===== config.mk =====
export PLATFORM = sky130hd
export DESIGN_NAME = mem_arbiter_flat
export DESIGN_NICKNAME = d
export VERILOG_FILES = /design/src/rtl/mem_arbiter_if.sv /design/src/rtl/mem_arbiter.sv /design/src/flat_wrapper.sv
export SDC_FILE = /design/constraint.sdc
export NUM_CORES = 1
export LEC_CHECK = 0
export BUFFER_PORTS_ARGS = -buffer_cell sky130_fd_sc_hd__clkbuf_2
export CAP_MARGIN = 40
export CORE_UTILIZATION = 46
export DETAILED_ROUTE_END_ITERATION = 8
export GPL_ROUTABILITY_DRIVEN = 0
export PLACE_DENSITY = 0.81
export SETUP_SLACK_MARGIN = 0.5
export SYNTH_ARGS = -nofsm -noshare
export SYNTH_HDL_FRONTEND = slang
export SYNTH_SLANG_ARGS = --single-unit

===== constraint.sdc =====
create_clock -name clk -period 3.29 [get_ports clk]
set_input_delay 0.329 -clock clk [delete_from_list [all_inputs] [get_ports clk]]
set_output_delay 0.329 -clock clk [all_outputs]
set_load 0.01 [all_outputs]

===== src/rtl/mem_arbiter_if.sv =====
// Bundle of the two requester ports and the memory-side bus of mem_arbiter.
// slave is the arbiter's view; master is the view of the requesters plus memory.
interface mem_arbiter_if #(
    parameter int unsigned n = 32
);
    logic         req0;
    logic [n-1:0] addr0;
    logic         ack0;
    logic         err0;
    logic [n-1:0] rdata0;

    logic         req1;
    logic         we1;
    logic [n-1:0] addr1;
    logic [n-1:0] wdata1;
    logic         ack1;
    logic         err1;
    logic [n-1:0] rdata1;

    logic [n-1:0] mem_addr;
    logic         mem_we;
    logic [n-1:0] mem_wdata;
    logic [n-1:0] mem_rdata;

    modport slave (
        input  req0, addr0, req1, we1, addr1, wdata1, mem_rdata,
        output ack0, err0, rdata0, ack1, err1, rdata1, mem_addr, mem_we, mem_wdata
    );

    modport master (
        output req0, addr0, req1, we1, addr1, wdata1, mem_rdata,
        input  ack0, err0, rdata0, ack1, err1, rdata1, mem_addr, mem_we, mem_wdata
    );
endinterface


===== src/rtl/mem_arbiter.sv =====
// Round-robin arbiter/sequencer for two requesters sharing a single-port word memory.
// One transaction per three cycles: grant (IDLE), ACCESS, ACK; every output registered.
module mem_arbiter #(
    parameter int unsigned n         = 32,
    parameter int unsigned ADDR_BITS = 8
) (
    input logic          clk,
    input logic          rst_n,
    mem_arbiter_if.slave bus
);
    typedef enum logic [1:0] {StIdle, StAccess, StAck} state_e;

    state_e       state_q, state_d;
    logic         rr_last_q, rr_last_d;
    logic         port_q, port_d;
    logic         illegal_q, illegal_d;
    logic [n-1:0] mem_addr_q, mem_addr_d;
    logic [n-1:0] mem_wdata_q, mem_wdata_d;
    logic         mem_we_q, mem_we_d;
    logic         ack0_q, ack0_d, err0_q, err0_d;
    logic         ack1_q, ack1_d, err1_q, err1_d;
    logic [n-1:0] rdata0_q, rdata0_d, rdata1_q, rdata1_d;

    logic         grant_valid;
    logic         grant_port;
    logic         grant_we;
    logic         grant_illegal;
    logic [n-1:0] grant_addr;

    always_comb begin
        grant_valid = bus.req0 | bus.req1;
        // On contention the port that did not win last time goes first
        if (bus.req0 && bus.req1) begin
            grant_port = ~rr_last_q;
        end else begin
            grant_port = bus.req1;
        end
        grant_addr    = grant_port ? bus.addr1 : bus.addr0;
        grant_we      = grant_port & bus.we1;
        grant_illegal = (grant_addr[1:0] != 2'b00) || ((grant_addr >> ADDR_BITS) != '0);
    end

    always_comb begin
        state_d     = state_q;
        rr_last_d   = rr_last_q;
        port_d      = port_q;
        illegal_d   = illegal_q;
        mem_addr_d  = mem_addr_q;
        mem_wdata_d = mem_wdata_q;
        mem_we_d    = 1'b0;
        ack0_d      = 1'b0;
        err0_d      = 1'b0;
        rdata0_d    = '0;
        ack1_d      = 1'b0;
        err1_d      = 1'b0;
        rdata1_d    = '0;

        unique case (state_q)
            StIdle: begin
                if (grant_valid) begin
                    port_d     = grant_port;
                    rr_last_d  = grant_port;
                    illegal_d  = grant_illegal;
                    mem_addr_d = grant_addr;
                    // Port 0 never writes, so leave the data bus untouched for it
                    if (grant_port) begin
                        mem_wdata_d = bus.wdata1;
                    end
                    mem_we_d = grant_we & ~grant_illegal;
                    state_d  = StAccess;
                end
            end
            StAccess: begin
                state_d = StAck;
                if (port_q) begin
                    ack1_d   = 1'b1;
                    err1_d   = illegal_q;
                    rdata1_d = illegal_q ? '0 : bus.mem_rdata;
                end else begin
                    ack0_d   = 1'b1;
                    err0_d   = illegal_q;
                    rdata0_d = illegal_q ? '0 : bus.mem_rdata;
                end
            end
            StAck: begin
                state_d = StIdle;
            end
            default: begin
                state_d = StIdle;
            end
        endcase
    end

    always_ff @(posedge clk or negedge rst_n) begin
        if (!rst_n) begin
            state_q     <= StIdle;
            rr_last_q   <= 1'b1;
            port_q      <= 1'b0;
            illegal_q   <= 1'b0;
            mem_addr_q  <= '0;
            mem_wdata_q <= '0;
            mem_we_q    <= 1'b0;
            ack0_q      <= 1'b0;
            err0_q      <= 1'b0;
            rdata0_q    <= '0;
            ack1_q      <= 1'b0;
            err1_q      <= 1'b0;
            rdata1_q    <= '0;
        end else begin
            state_q     <= state_d;
            rr_last_q   <= rr_last_d;
            port_q      <= port_d;
            illegal_q   <= illegal_d;
            mem_addr_q  <= mem_addr_d;
            mem_wdata_q <= mem_wdata_d;
            mem_we_q    <= mem_we_d;
            ack0_q      <= ack0_d;
            err0_q      <= err0_d;
            rdata0_q    <= rdata0_d;
            ack1_q      <= ack1_d;
            err1_q      <= err1_d;
            rdata1_q    <= rdata1_d;
        end
    end

    assign bus.mem_addr  = mem_addr_q;
    assign bus.mem_wdata = mem_wdata_q;
    assign bus.mem_we    = mem_we_q;
    assign bus.ack0      = ack0_q;
    assign bus.err0      = err0_q;
    assign bus.rdata0    = rdata0_q;
    assign bus.ack1      = ack1_q;
    assign bus.err1      = err1_q;
    assign bus.rdata1    = rdata1_q;
endmodule


===== src/flat_wrapper.sv =====
// flat-port wrapper written by rule: the top's interface ports become plain ports
module mem_arbiter_flat 
#(
    parameter int unsigned n         = 32,
    parameter int unsigned ADDR_BITS = 8
)
  (clk, rst_n, bus_req0, bus_addr0, bus_req1, bus_we1, bus_addr1, bus_wdata1, bus_mem_rdata, bus_ack0, bus_err0, bus_rdata0, bus_ack1, bus_err1, bus_rdata1, bus_mem_addr, bus_mem_we, bus_mem_wdata);
  mem_arbiter_if #(.n(n)) bus_i ();
  input logic clk;
  input logic rst_n;
  input wire logic [$bits(bus_i.req0)-1:0] bus_req0;
  input wire logic [$bits(bus_i.addr0)-1:0] bus_addr0;
  input wire logic [$bits(bus_i.req1)-1:0] bus_req1;
  input wire logic [$bits(bus_i.we1)-1:0] bus_we1;
  input wire logic [$bits(bus_i.addr1)-1:0] bus_addr1;
  input wire logic [$bits(bus_i.wdata1)-1:0] bus_wdata1;
  input wire logic [$bits(bus_i.mem_rdata)-1:0] bus_mem_rdata;
  output wire logic [$bits(bus_i.ack0)-1:0] bus_ack0;
  output wire logic [$bits(bus_i.err0)-1:0] bus_err0;
  output wire logic [$bits(bus_i.rdata0)-1:0] bus_rdata0;
  output wire logic [$bits(bus_i.ack1)-1:0] bus_ack1;
  output wire logic [$bits(bus_i.err1)-1:0] bus_err1;
  output wire logic [$bits(bus_i.rdata1)-1:0] bus_rdata1;
  output wire logic [$bits(bus_i.mem_addr)-1:0] bus_mem_addr;
  output wire logic [$bits(bus_i.mem_we)-1:0] bus_mem_we;
  output wire logic [$bits(bus_i.mem_wdata)-1:0] bus_mem_wdata;
  assign bus_i.req0 = bus_req0;
  assign bus_i.addr0 = bus_addr0;
  assign bus_i.req1 = bus_req1;
  assign bus_i.we1 = bus_we1;
  assign bus_i.addr1 = bus_addr1;
  assign bus_i.wdata1 = bus_wdata1;
  assign bus_i.mem_rdata = bus_mem_rdata;
  assign bus_ack0 = bus_i.ack0;
  assign bus_err0 = bus_i.err0;
  assign bus_rdata0 = bus_i.rdata0;
  assign bus_ack1 = bus_i.ack1;
  assign bus_err1 = bus_i.err1;
  assign bus_rdata1 = bus_i.rdata1;
  assign bus_mem_addr = bus_i.mem_addr;
  assign bus_mem_we = bus_i.mem_we;
  assign bus_mem_wdata = bus_i.mem_wdata;
  mem_arbiter #(.n(n), .ADDR_BITS(ADDR_BITS)) u_core (.clk(clk), .rst_n(rst_n), .bus(bus_i));
endmodule

==> impl_metrics.yaml, run 1 <==
setup_path:
  cp.required_ns: 3.62
  path_cells: "nor2_2 > o21a_2 > buf_4 > nor2_1 > a21oi_1"
  critical_path.startpoint_type: "flop"
  crit_fanout: 48
  crit_buf_inv: 1
  crit_type: "flop to flop"
  arrival_ns: 2.35
  crit_family: "compound AO/OA/AOI/OAI gates"
  slowest_delay_ns: 0.75
  endpoint_kind: "flop"
  reg2reg_depth: 5
  r2r-start: "u_core.state_q[0]"
  cp.depth: 5
  rrSetupSlack_ns: 1.27
  r2r-end: "u_core.bus.mem_addr[16]"
  crit_slowest_cell: "o21a_2"
timing:
  slew_violations: 0
  fin_crit_ns: 2.02
  min_period_over_period: 0.613
  skew_ns: 0.00386
  setup-tns-final_ns: 0
  worstMarginPinSlew_ns: 0.876
  finalSetupViolations: 0
  max_freq_ghz: 0.496
  hold_viol_final: 0
  grt_setup_unrepaired: "false"
  slew_headroom: 0.416
  finalWorstSetupSlack_ns: 1.27
clock_tree:
  numCtsBuffers: 17
  clkSinkCount: 138
  clock_path_buffers: 2
  cts_tree: "done"
  clk_pin_slew_ns: 0.06
  h-tree-depth: 4
  clk_latency_ns: 0.41
  ctsRootBufferMaster: "clkbuf_16"
  hold_buffers: 1
  cts.repair.resized: 0
  cts_setup_buffers: 0
drt:
  drt_iter0_markers: 213
  first_pass_iters: 4
  ant_nets: 0
  vias_per_cell: 4.95
  drc_errors: 0
  wl_um: 13500
  via_count: 4182
  routedWlPerCell_um: 15.9
worst_hold_path:
  min_path_cells: 3
  holdPathEnd: "u_core.bus.rdata1[20]"
  hold_class: "input pin to flop"
  hold_path.startpoint: "bus_mem_rdata[20]"
yosys:
  ys_ff_latch: 138
  syn_area_um2: 5260
  async_flop_share: 1.00
  synth_top_area_frac: 0.652
  synth_cells: 426
  ys_seq_area_frac: 0.657
  synthFlopType: "dfrtp_1"
  synth_enable_flop_cells: 0
  ys_types: 25
  synth_nets: 559
  synth_area_leaders: "dfrtp_1, mux2_4, nor2_1"
  yosysWarnings: 0
  yosysMostFrequentCell: "dfrtp_1"
  syn-mean-instance-area_um2: 12.3
  yosysTopAreaCell: "dfrtp_1"
  ys_top_cells_by_count: "dfrtp_1, nor2_1, nand2_1"
floorplan:
  core_area_um2: 11000
  fp.dieH_um: 109
  dieArea_um2: 11900
  fp-row-count: 38
  die_w_um: 109
  io_pins: 266
  initial_core_util: 0.479
power:
  peakVddDrop_v: 0.000586
  p_per_area_nw_per_um2: 855
  leakagePower_nw: 3.91
  p_total_mw: 6.30
grt:
  grt_pass1_wl_um: 20200
  track_usage: 0.230
  grt_antenna_before_repair: 0
  grt_max_degree: 76
  grt_remaining_overflow: 0
  grt_pass1_vias: 4065
flow_run:
  cap_violations: 0
placement:
  hpwlAfterDp_um: 9830
  io_buffers: 265
  place_worst_setup_slack_ns: 1.33
layout:
  fillers: 830
  n_antenna_cell: 0
  final_nets: 826
  drive_gt1_frac: 0.474
  area_growth_pct: 40.1
status:
  status: "finished, final reports clean"
## cell usage in the layout, fill, tap and decap left out, types with 2 or more instances in the layout
master     Yosys  layout
bufinv_16      0       4
nand4_1        3       3
clkbuf_8       0       2
dfrtp_1      137     137
buf_4          5       2
nand2_1       34      34
inv_1          4       4
clkbuf_2       0     264
mux2_2         4       4
nand3_1        2       2
clkbuf_16      0      17
clkinv_2       0       2
o21ai_0        3       3
nor2_1       101     101
mux2_4        28      28
mux2i_1       33      33
a21oi_1       32      32
clkbuf_1       9       5
nor4_1        12      12
buf_16         0       3
## area by class of cell
class,count,area (um^2),area share
repair buffers,272,1460,0.198
clock buffers,24,472,0.0640
clock inverters,7,139,0.0189
well taps,140,175,0.0238
multi-input cells,259,1650,0.224
inverters,5,18.8,0.00255
flip-flops and latches,138,3450,0.469
## stage by stage
| stage | instance area [um^2] | hold slack [ns] | std cells | utilization |
|---|---|---|---|---|
| floorplan | 5260 | 0.0334 | 426 | - |
| finish | 7370 | 0.136 | 845 | 0.671 |
| detailed placement | 6750 | 0.393 | 813 | 0.614 |
| global placement | 6660 | 0.378 | 810 | 0.607 |
| CTS | 7370 | 0.118 | 845 | 0.671 |
| global route | 7370 | 0.121 | 845 | 0.671 |
## kinds of logic after synthesis
family	count (synthesis)	share of synthesized area
mux	65	0.151
compound gates	38	0.0381
buf+inv	29	0.0314
flops	138	0.657
simple gates	156	0.122
## power by group
| group | switching (mW) | leakage [nW] | internal, mW |
|---|---|---|---|
| clock network | 0.668 | 0.299 | 1.30 |
| registers | 0.258 | 1.75 | 2.15 |
| logic | 1.01 | 1.87 | 0.909 |
## how the worst max path moves through the flow
| stage | end | startpoint |
|---|---|---|
| 6_report | u_core.bus.mem_addr[16] | u_core.state_q[0] |
| 5_1_grt | u_core.bus.mem_addr[16] | u_core.state_q[0] |
| 4_1_cts | u_core.bus.mem_addr[16] | u_core.state_q[0] |
| 3_5_place_dp | u_core.bus.mem_addr[17] | u_core.state_q[0] |
| 3_3_place_gp | u_core.bus.mem_addr[24] | u_core.state_q[0] |
| 2_1_floorplan | u_core.bus.mem_wdata[10] | u_core.rr_last_q |
## tightest hold or removal path: stages
cell	delay (ns)
clkbuf_2	0.08
nand2_1	0.07
nor2_1	0.04
## layer usage
metal / share of wire / global-route usage
met2: 0.53 / 0.403
met3: 0.069 / 0.0777
met4: 0.015 / 0.0801
met5: 0 / 0
met1: 0.39 / 0.261
## state kept, by name (all words and copies together), names as in the netlist
register and flops:
u_core.port_q 1, u_core.state_q 2, u_core.bus.err0 1, u_core.bus.mem_wdata 32, u_core.bus.mem_addr 32, u_core.bus.ack1 1
u_core.bus.mem_we 1, u_core.rr_last_q 1, u_core.bus.ack0 1, u_core.illegal_q 1, u_core.bus.err1 1, u_core.bus.rdata1 32
u_core.bus.rdata0 32
(Power assumes the default switching activity.)
==> run 2: changes to the inputs <==
Settings changed: ABC_AREA set to 1.
Clock period 3.29 ns to 2 ns, I/O delays scaled along.
==> run 2 against run 1 <==
  * Via count up 19%
  * Worst setup slack worse by 0.93 ns
  * Synthesized cell count up 37%
  * Die area up 0.58%
  * Critical path depth up 7
  * Largest power group unchanged
  * Highest routed layer unchanged
==> impl_metrics.yaml, run 2 <==
clock_tree:
  h-tree-depth: 4
  cts_tree: "done"
  numCtsBuffers: 17
  clk_latency_ns: 0.41
  clock_path_buffers: 2
  clk_pin_slew_ns: 0.06
  clkSinkCount: 138
  ctsRootBufferMaster: "clkbuf_16"
yosys:
  ys_ff_latch: 138
  synth_nets: 715
  synth_xor_area_frac: 0
  synth_enable_flop_cells: 0
  syn-mean-instance-area_um2: 9.09
  synth_top_family_by_area: "simple AND/OR/NAND/NOR gates"
  synthMuxAreaShare: 0
  yosysWarnings: 0
  ys_types: 20
  ys_top_cells_by_count: "nand2_1, dfrtp_1, nor2_1"
  syn_area_um2: 5290
  synth_compound_area_frac: 0.0409
  synthFlopType: "dfrtp_1"
  synthAdderAreaFrac: 0
  yosysMostFrequentCell: "nand2_1"
  ys_seq_area_frac: 0.653
  synth_area_leaders: "dfrtp_1, nand2_1, nor2_1"
  synth_top_area_frac: 0.648
  async_flop_share: 1.00
  post_synth_and_or_nand_nor_area_fraction: 0.262
  synth_cells: 582
  yosysTopAreaCell: "dfrtp_1"
drt:
  first_pass_iters: 4
  ant_nets: 0
  via_count: 4979
  drt_iter0_markers: 310
  drc_errors: 0
  wl_um: 14900
  routedWlPerCell_um: 14.4
  vias_per_cell: 4.81
setup_path:
  cp_common_cell: "nand2_1"
  path_cells: "nand2_8 > nand2_8 > buf_8 > nand2_2 > nand2_2 > nand2_1 > nor2_1 > nand2_1 > nor2_1 > nand2_1 > nand2_1 > nand2_1"
  crit_buf_inv: 1
  r2r-start: "u_core.rr_last_q"
  crit_type: "flop to flop"
  endpoint_kind: "flop"
  slowest_delay_ns: 0.59
  cp.required_ns: 2.29
  r2r-end: "u_core.illegal_q"
  crit_fanout: 6
  rrSetupSlack_ns: 0.35
  reg2reg_depth: 12
  critical_path.startpoint_type: "flop"
  crit_slowest_cell: "dfstp_2"
  arrival_ns: 1.95
  crit_family: "simple AND/OR/NAND/NOR gates"
layout:
  final_cells: 1036
  finalInstanceArea_um2: 7840
  final_nets: 1016
  area_growth_pct: 48.3
  fillers: 839
  layout_common_cells: "clkbuf_2, nand2_1, dfrtp_1, nor2_1, dlygate4sd3_1"
  drive_gt1_frac: 0.368
  n_antenna_cell: 0
  mostFrequentLayoutCell: "clkbuf_2"
timing:
  max_freq_ghz: 0.604
  min_period_over_period: 0.827
  skew_ns: 0.0123
  holdWs_ns: 0.00920
  fin_crit_ns: 1.65
  finalSetupViolations: 0
  slew_headroom: 0.643
  slew_violations: 0
  worstMarginPinSlew_ns: 0.535
  grt_setup_unrepaired: "true"
  setup-tns-final_ns: 0
  hold_viol_final: 0
worst_hold_path:
  holdPathEnd: "u_core.bus.mem_wdata[0]"
  min_path_cells: 3
  hold_path.startpoint: "bus_wdata1[0]"
  hold_class: "input pin to flop"
grt:
  grt_pass1_vias: 4726
  grt_remaining_overflow: 0
  grt_max_degree: 56
  track_usage: 0.253
  grt_pass1_wl_um: 22700
  grt_antenna_before_repair: 0
power:
  leakagePower_nw: 4.43
  p_total_mw: 11.0
  p_per_area_nw_per_um2: 1400
  peakVddDrop_v: 0.000960
placement:
  hpwlAfterDp_um: 9950
  io_buffers: 265
  placed_area_um2: 6790
  place_inst: 968
floorplan:
  fp-row-count: 38
  fp.dieH_um: 109
  initial_core_util: 0.479
  dieArea_um2: 11900
  io_pins: 266
  die_w_um: 109
  core_area_um2: 11000
flow_run:
  cap_violations: 0
status:
  status: "finished, final reports clean"
-- run 2: worst max-delay path by stage --
stage	slack, ns	endpoint	startpoint	cells past startpoint
floorplan	0.53	u_core.illegal_q	u_core.rr_last_q	12
global placement	0.27	u_core.illegal_q	u_core.rr_last_q	11
detailed placement	0.26	u_core.illegal_q	u_core.rr_last_q	11
CTS	0.38	u_core.illegal_q	u_core.rr_last_q	11
global route	0.26	u_core.illegal_q	u_core.rr_last_q	10
finish	0.35	u_core.illegal_q	u_core.rr_last_q	12
-- run 2: metal layers --
layer,wire length [um],global-route usage,part of all wire,up-vias
met2,7660,0.430,0.51,243
met1,5780,0.299,0.39,2296
met4,367,0.123,0.025,0
li1,-,-,-,2407
met3,1120,0.0658,0.075,33
met5,0,0,0,-
-- run 2: stage by stage --
step           setup WS, ns  utilization
2_1_floorplan         0.533            -
3_3_place_gp          0.266        0.613
3_5_place_dp          0.255        0.615
4_1_cts               0.383        0.704
5_1_grt               0.257        0.711
6_report              0.345        0.711
-- run 2: worst reg2reg max path, delay by kind of cell, from the launching register on --
family / cells / cell delay (ns)
and+or+nand+nor: 11 / 0.83
DFF: 1 / 0.59
buffers and inverters: 1 / 0.13
-- run 2: timing repair --
| item | 4_1_cts | 5_1_grt |
|---|---|---|
| gates cloned | 2 | 0 |
| setup endpoints to repair | 65 | 66 |
| gates resized for setup | 9 | 17 |
| hold endpoints to repair | 80 | 0 |
| pin swaps | 1 | 12 |
| hold buffers | 29 | 0 |
| setup buffers | 2 | 3 |
-- run 2: cells by family (layout without fill, tap and decap cells) --
family	count (synthesis)	count (layout)
compound gates	40	40
simple gates	348	350
flops	138	138
buf+inv	56	368
-- run 2: cell type report --
| type | count | area, um^2 | share of cell area |
|---|---|---|---|
| sequential | 138 | 3450 | 0.441 |
| clock buffer | 18 | 429 | 0.0547 |
| multi-input combinational | 390 | 1660 | 0.212 |
| timing repair buffer | 310 | 1820 | 0.232 |
| clock inverter | 14 | 188 | 0.0239 |
| tap | 140 | 175 | 0.0223 |
| inverter | 26 | 113 | 0.0144 |
-- run 2: power breakdown --
part           internal (mW)  switching, mW  total (mW)
sequential              3.66          0.458        4.11
combinational           1.36           2.24        3.60
clock                   2.00           1.24        3.24
total                   7.01           3.95        11.0
